[config.mk]
export PLATFORM = sky130hd
export DESIGN_NAME = hash_match
export DESIGN_NICKNAME = d
export VERILOG_FILES = /design/src/rtl/hash_match.sv
export SDC_FILE = /design/constraint.sdc
export NUM_CORES = 1
export LEC_CHECK = 0
export ABC_AREA = 1
export BUFFER_PORTS_ARGS = -buffer_cell sky130_fd_sc_hd__buf_2
export CAP_MARGIN = 20
export CORE_AREA = 4 4 284 286
export CTS_CLUSTER_DIAMETER = 80
export DETAILED_ROUTE_END_ITERATION = 10
export DIE_AREA = 0 0 288 290
export GPL_TIMING_DRIVEN = 0
export PLACE_DENSITY_LB_ADDON = 0.25
export SKIP_CTS_REPAIR_TIMING = 1
export SLEW_MARGIN = 20
export SYNTH_ARGS = -nofsm -noshare
export SYNTH_HDL_FRONTEND = slang
export SYNTH_SLANG_ARGS = --single-unit
[constraint.sdc]
create_clock -name clk -period 28 [get_ports clk]
set_clock_uncertainty 0.2 [all_clocks]
set_input_delay 1.4 -clock clk [delete_from_list [all_inputs] [get_ports clk]]
set_output_delay 1.4 -clock clk [all_outputs]
set_load 0.005 [all_outputs]
[src/rtl/hash_match.sv]
// Serial unsigned range check of a captured hash160 against [rx_min, rx_max], MSW first.
// Optional feature macro: HASH_MATCH_COUNT_EN builds the tx_checked_count register.
module hash_match #(
  parameter int IDX_W = 32
) (
  input  logic             clk,
  input  logic             rx_reset_n,
  input  logic             rx_done,
  input  logic [159:0]     rx_hash,
  input  logic [IDX_W-1:0] rx_index,
  input  logic [159:0]     rx_min,
  input  logic [159:0]     rx_max,
  input  logic             rx_match_ack,
  output logic             tx_busy,
  output logic             tx_match_valid,
  output logic [159:0]     tx_match_hash,
  output logic [IDX_W-1:0] tx_match_index,
  output logic [31:0]      tx_checked_count,
  output logic             tx_overrun
);

  typedef enum logic [1:0] {IDLE, CMP, REPORT} state_t;

  state_t           state_q, state_d;
  logic             done_q;
  logic [2:0]       widx_q, widx_d;
  logic             lo_eq_q, lo_eq_d, hi_eq_q, hi_eq_d;
  logic             lo_ok_q, lo_ok_d, hi_ok_q, hi_ok_d;
  logic             overrun_q, overrun_d;
  logic [159:0]     hash_q;
  logic [IDX_W-1:0] idx_q;
  logic             start, load;
  logic [31:0]      w, mn, mx;
  logic             lo_eq_n, lo_ok_n, hi_eq_n, hi_ok_n, match;

  function automatic logic [31:0] word_sel(input logic [159:0] v, input logic [2:0] i);
    case (i)
      3'd4:    word_sel = v[159:128];
      3'd3:    word_sel = v[127:96];
      3'd2:    word_sel = v[95:64];
      3'd1:    word_sel = v[63:32];
      default: word_sel = v[31:0];
    endcase
  endfunction

  assign start = rx_done & ~done_q;
  assign w     = word_sel(hash_q, widx_q);
  assign mn    = word_sel(rx_min, widx_q);
  assign mx    = word_sel(rx_max, widx_q);

  // Running per-bound verdict: once a word differs, later words no longer matter.
  always_comb begin
    lo_eq_n = lo_eq_q;
    lo_ok_n = lo_ok_q;
    hi_eq_n = hi_eq_q;
    hi_ok_n = hi_ok_q;
    if (lo_eq_q) begin
      if (w > mn) begin
        lo_ok_n = 1'b1;
        lo_eq_n = 1'b0;
      end else if (w < mn) begin
        lo_eq_n = 1'b0;
      end
    end
    if (hi_eq_q) begin
      if (w < mx) begin
        hi_ok_n = 1'b1;
        hi_eq_n = 1'b0;
      end else if (w > mx) begin
        hi_eq_n = 1'b0;
      end
    end
    match = (lo_ok_n | lo_eq_n) & (hi_ok_n | hi_eq_n);
  end

`ifdef HASH_MATCH_COUNT_EN
  logic [31:0] count_q, count_d;
`endif

  always_comb begin
    state_d   = state_q;
    widx_d    = widx_q;
    lo_eq_d   = lo_eq_q;
    lo_ok_d   = lo_ok_q;
    hi_eq_d   = hi_eq_q;
    hi_ok_d   = hi_ok_q;
    load      = 1'b0;
    overrun_d = overrun_q | (start & (state_q != IDLE));
`ifdef HASH_MATCH_COUNT_EN
    count_d   = count_q;
`endif
    case (state_q)
      IDLE: begin
        if (start) begin
          load    = 1'b1;
          widx_d  = 3'd4;
          lo_eq_d = 1'b1;
          hi_eq_d = 1'b1;
          lo_ok_d = 1'b0;
          hi_ok_d = 1'b0;
          state_d = CMP;
        end
      end
      CMP: begin
        lo_eq_d = lo_eq_n;
        lo_ok_d = lo_ok_n;
        hi_eq_d = hi_eq_n;
        hi_ok_d = hi_ok_n;
        widx_d  = widx_q - 3'd1;
        if (widx_q == 3'd0) begin
`ifdef HASH_MATCH_COUNT_EN
          count_d = count_q + 32'd1;
`endif
          state_d = match ? REPORT : IDLE;
        end
      end
      REPORT: begin
        if (rx_match_ack) state_d = IDLE;
      end
      default: state_d = IDLE;
    endcase
  end

  always_ff @(posedge clk or negedge rx_reset_n) begin
    if (!rx_reset_n) begin
      state_q   <= IDLE;
      done_q    <= 1'b0;
      widx_q    <= 3'd0;
      lo_eq_q   <= 1'b0;
      lo_ok_q   <= 1'b0;
      hi_eq_q   <= 1'b0;
      hi_ok_q   <= 1'b0;
      overrun_q <= 1'b0;
`ifdef HASH_MATCH_COUNT_EN
      count_q   <= 32'd0;
`endif
    end else begin
      state_q   <= state_d;
      done_q    <= rx_done;
      widx_q    <= widx_d;
      lo_eq_q   <= lo_eq_d;
      lo_ok_q   <= lo_ok_d;
      hi_eq_q   <= hi_eq_d;
      hi_ok_q   <= hi_ok_d;
      overrun_q <= overrun_d;
`ifdef HASH_MATCH_COUNT_EN
      count_q   <= count_d;
`endif
    end
  end

  // Candidate data needs no reset; it is only visible while REPORT gates it out.
  always_ff @(posedge clk) begin
    if (load) begin
      hash_q <= rx_hash;
      idx_q  <= rx_index;
    end
  end

  assign tx_busy        = (state_q != IDLE);
  assign tx_match_valid = (state_q == REPORT);
  assign tx_match_hash  = tx_match_valid ? hash_q : '0;
  assign tx_match_index = tx_match_valid ? idx_q : '0;
  assign tx_overrun     = overrun_q;
`ifdef HASH_MATCH_COUNT_EN
  assign tx_checked_count = count_q;
`else
  assign tx_checked_count = 32'd0;
`endif

endmodule

# ---- After elaboration in Yosys (flattened, before gate mapping)
# Index checks and enable logic that the tools add are counted.
dict set report totals {
  n_memories 0
  rom_bits 0
  in_bits 516
  elab_cells 67
  output_inout_bits 227
  ff_bits 203
  ram_bits 0
  latch_bits 0
}
dict set report classes {
  n_eq_ne 9
  muxes 30
  mul 0
  n_lt_le_gt_ge 4
  n_shift 0
  n_bitwise 7
  n_addsub 1
  n_reduce_logical 6
  n_div 0
}
# operator count
set ops {}
lappend ops {{one-hot mux 32 bit (4 select lines)} 3}
lappend ops {{two-way mux 160 bit} 1}
lappend ops {{> comparator 32 bit} 2}
lappend ops {{< comparator 32 bit} 2}
lappend ops {{two-way mux 32 bit} 1}
lappend ops {{two-way mux 1 bit} 14}
lappend ops {{two-way mux 2 bit} 4}
lappend ops {{one-hot mux 1 bit (2 select lines)} 4}
lappend ops {{== test 3 x 2 -> 1 bit (second input constant)} 2}
lappend ops {{!= test 2 bit (second input constant)} 3}
lappend ops {{one-hot mux 2 bit (3 select lines)} 1}
lappend ops {{one-hot mux 3 bit (2 select lines)} 1}
lappend ops {{nonzero test 2 bit} 2}
lappend ops {{bitwise AND 1 bit} 3}
lappend ops {{== test 3 x 1 -> 1 bit (second input constant)} 1}
lappend ops {{== test 3 bit (second input constant)} 1}
lappend ops {{zero test 3 bit} 1}
lappend ops {{two-way mux 3 bit} 1}
lappend ops {{bitwise OR 1 bit} 3}
lappend ops {{AND reduction 3 bit} 1}
lappend ops {{subtractor 3 x 1 -> 3 bit (second input constant)} 1}
lappend ops {{== test 2 x 1 -> 1 bit (second input constant)} 1}
lappend ops {{== test 2 bit (second input constant)} 1}
lappend ops {{zero test 2 bit} 1}
lappend ops {{other kinds (2)} 2}

# ---- Depth between registers and ports, before layout
dict set report depth {
  word_depth 11
  ltp_mapped 26
  depth_no_buf 25
}

# ---- Worst setup path before layout
# No wires, ideal clock.
dict set report synth_timing {
  path_type {input to register}
  start {input rx_done}
  end {register lo_ok_q}
  setup_ns 0.147
  cell_stages 8
  path_buffers 0
  setup_slack_ns 16.143
  t_arrival_ns 11.510
  required_ns 27.653
  path_cell_list {inv_1 nor2_1 inv_1 nor2_1 inv_1 nand2_1 nand4_1 a21oi_1}
}
dict set report synth_between {
  elab_chain_len 3
}
# element line_no
set synth_rtl {}
lappend synth_rtl {{from (decl)} 8} ;# input logic rx_done,
lappend synth_rtl {{bitwise AND 1 bit} 46} ;# assign start = rx_done & ~done_q;
lappend synth_rtl {{!= test 2 bit (no line)} --}
lappend synth_rtl {{AND reduction 2 bit (no line)} --}
lappend synth_rtl {{to (signal assigned)} 142} ;# lo_ok_q <= lo_ok_d;
lappend synth_rtl {{to (decl)} 28} ;# logic lo_ok_q, lo_ok_d, hi_ok_q, hi_ok_d;
# Every way passes these cells.
# A chain may end at the register's enable or synchronous reset.

# ---- Final worst setup path
dict set report layout_timing {
  start {register widx_q[0]}
  end {register lo_ok_q}
}
dict set report layout_between {
  elab_chain_len 6
  elab_cells_between_ends 10
  cone_classes {order compare: 1; eq/ne: 4; mux: 5}
}
# element line_no
set layout_rtl {}
lappend layout_rtl {{from (decl)} 26} ;# logic [2:0] widx_q, widx_d;
lappend layout_rtl {{from (signal assigned)} 140} ;# widx_q <= widx_d;
lappend layout_rtl {{== test 3 x 1 -> 1 bit (tied with other cells)} 37} ;# case (i)
lappend layout_rtl {{one-hot mux 32 bit (4 select lines)} 37}
lappend layout_rtl {{> comparator 32 bit *} 58} ;# if (w > mn) begin
lappend layout_rtl {{two-way mux 1 bit *} 58}
lappend layout_rtl {{two-way mux 1 bit *} 57} ;# if (lo_eq_q) begin
lappend layout_rtl {{one-hot mux 1 bit (2 select lines) *} 92} ;# case (state_q)
# Every way passes the cells marked *; elsewhere a longest branch is shown, timed or not.

==> metrics.txt <==
Critical-path top delay cell=o21ai_0; Peak VDD IR=~47 µV; crit-path cells=inv_1 > ha_1 > nand2_1 > inv_2 > nor4_4 > inv_2 > clkbuf_1 > o21ai_0 > inv_1 > ha_1 > nand2_1 > nor2_1 > nand4_1 > nor3_1 > nand3_1 > nand4_1 > a21oi_1; Seq/Total Area, Yosys=roughly half; final core occ=23.6%; fmax=141 MHz; Top Ports=743; worst-path fanout max=11; slack of the critical path=around 21 ns; async set-or-reset flop fraction in the synthesized netlist=5.42%; relative slew slack=21.8%; synth warn=0; top-area cell type share of the netlist area=46.1%; die width=288 µm; Final Total Pwr=0.00202 W; TritonCTS Buffers=25; # rows=roughly 100; Main synth FF type=edfxtp_1; Hold WC Path Type=register to register; clock slew at reported path FFs=0.06 ns; Final Hold Viols=0; die height=290 µm; GRT Util Overall=18.7%; CP endpoint kind=register; WL per Instance=24.5 µm; pre-CTS setup slack=just over 20 ns; vias in the first global route=14100; hpwl dp=just under 70 mm; commonest cells in the netlist=inv_1 (256), nand2_1 (256), nor2_1 (212); Max clock buf depth=3; initial antenna violation count=18; Area growth syn-to-layout=48.2%; syn_area_per_cell=8.27 µm²; largest cells by area after synthesis=edfxtp_1 (46%), inv_1 (7.7%), nand2_1 (7.7%); Max Cap Viol=0; Final setup viols=0; Nets=between 2000 and 3000; cell accounting for the most synthesized area=edfxtp_1; router iterations before antenna repair=5; outcome=completed; gr ovfl total=0; minimum clock period=7.08 ns; RSZ-0062 raised after global routing=false; post-route ant nets=0; Synth Cell Area=about 13000 µm²; Synth Register Bits=203; clock latency on the worst-skew pair=0.55 ns; Setup crit start kind=register; Avg Vias per Cell=3.99; area occupied by multi-input gates=slightly above 5000 µm²; EDFF count, synth=approximately 190; P per Cell Area=109 nW/µm²; IO buf count=710; clock root cell=clkbuf_16; clock tree sinks=203; Period Utilization, post-route=25.3%; synthesized instance count=1511; first-pass GRT wire length=109 mm; largest net degree at the start of global routing=27; Initial Util=16.0%; Setup CP Type=register to register; Initial DRC Count=534; Critical Path RT=about 28 ns; core area=78400 µm²; H-Tree Depth=1; FF/Latch Area=6040 µm²; Crit path arrival time=7.30 ns; Cell variety after synth=29; final wirelength=roughly 80 mm; DR vias=13500; count of final max-slew check failures=0; DRC=0; gp weighted congestion=0.838; Pleak=9.30 nW; die area=roughly 84000 µm²; CP max stage delay=1.03 ns; share of cells above drive strength 1=35.4%; Worst-Margin Slew=1.16 ns; fill count=8949; CTS tree=done; setup_tns=0 ns
==> power by group <==
| group | switching, W | internal, W |
|---|---|---|
| registers | 0.0000168 | 0.000375 |
| logic | 0.000923 | 0.000395 |
| clock network | 0.000140 | 0.000175 |
| total | 0.00108 | 0.000945 |
==> cells in the final DEF, fill, tap and decap left out, types with 2 or more instances in the layout <==
| cell | count |
|---|---|
| buf_2 | 716 |
| nand2_1 | 256 |
| inv_1 | 256 |
| nor2_1 | 211 |
| edfxtp_1 | 192 |
| a21oi_1 | 117 |
| o21ai_0 | 71 |
| ha_1 | 69 |
| clkbuf_1 | 61 |
| nand3_1 | 44 |
| nand4_1 | 42 |
| o21ai_1 | 36 |
| buf_4 | 32 |
| conb_1 | 32 |
| a22o_1 | 29 |
| clkbuf_16 | 25 |
| o22ai_1 | 14 |
| o2111ai_1 | 13 |
| dfrtp_1 | 11 |
| clkbuf_2 | 10 |
| a221oi_1 | 10 |
| clkinv_2 | 10 |
| diode_2 | 8 |
| o211ai_1 | 7 |
| buf_12 | 7 |
| inv_2 | 5 |
| buf_1 | 5 |
| nor3_1 | 5 |
| o21a_1 | 4 |
| clkinv_1 | 3 |
| buf_6 | 3 |
| o21bai_1 | 2 |
| inv_8 | 2 |
| buf_16 | 2 |
==> through the flow <==
stage / instance area, µm² / cells / hold WS [ns]
after global placement: 17500 / 3302 / 0.255
after global routing: 18500 / 3364 / 0.298
after floorplan: 12600 / 1542 / 0.268
after CTS: 18500 / 3360 / 0.278
after detailed placement: 17700 / 3314 / 0.261
final: 18500 / 3368 / 0.277
==> layout make-up <==
type                            count  share of cell area [%]
Inverter                          261                    5.29
Sequential cell                   203                    32.6
Clock inverter                     18                   0.750
Timing Repair Buffer              722                    20.4
Buffer                            111                    3.00
Clock buffer                       28                    3.44
Tap cell                         1050                    7.09
Antenna cell                        8                   0.108
Multi-Input combinational cell    967                    27.3
==> registers in the layout, summed over array words and instances (netlist names) <==
name	count
widx_q	3
lo_eq_q	1
hi_eq_q	1
lo_ok_q	1
idx_q	32
hi_ok_q	1
hash_q	160
done_q	1
state_q	2
tx_overrun	1
==> worst paths after layout <==
path	startpoint	end	slack [ns]	depth (start not counted)
max in group asynchronous	rx_reset_n	hi_eq_q	26.84	1
hold reg to reg	tx_overrun	tx_overrun	0.28	1
min in group asynchronous	rx_reset_n	widx_q[0]	0.53	1
hold / removal	tx_overrun	tx_overrun	0.28	1
setup reg to reg	widx_q[0]	lo_ok_q	20.92	17
setup / recovery	widx_q[0]	lo_ok_q	20.92	17
==> cells by family after synthesis <==
family	count (synthesis)	synth area share, %
adders and majority gates	69	6.91
other	1	0.0300
AOI/OAI and AO/OA	304	14.2
and+or+nand+nor	562	18.4
buffers and inverters	372	12.2
DFF	203	48.3
==> worst max-delay path, delay by kind of cell (launching register included) <==
family          cells  cell delay (ns)
simple gates        8             3.07
compound gates      2             1.10
fa+ha+maj           2             0.58
flops               1             0.38
buf+inv             5             1.57
==> routing by layer <==
metal	up-vias	GRT usage (%)	part of all wire [%]
met5	-	0	0.033
met3	112	4.40	7.5
li1	6551	-	-
met1	6198	21.6	39
met2	589	33.8	50
met4	4	6.40	3.4
Power figures use the tool's default switching activity.
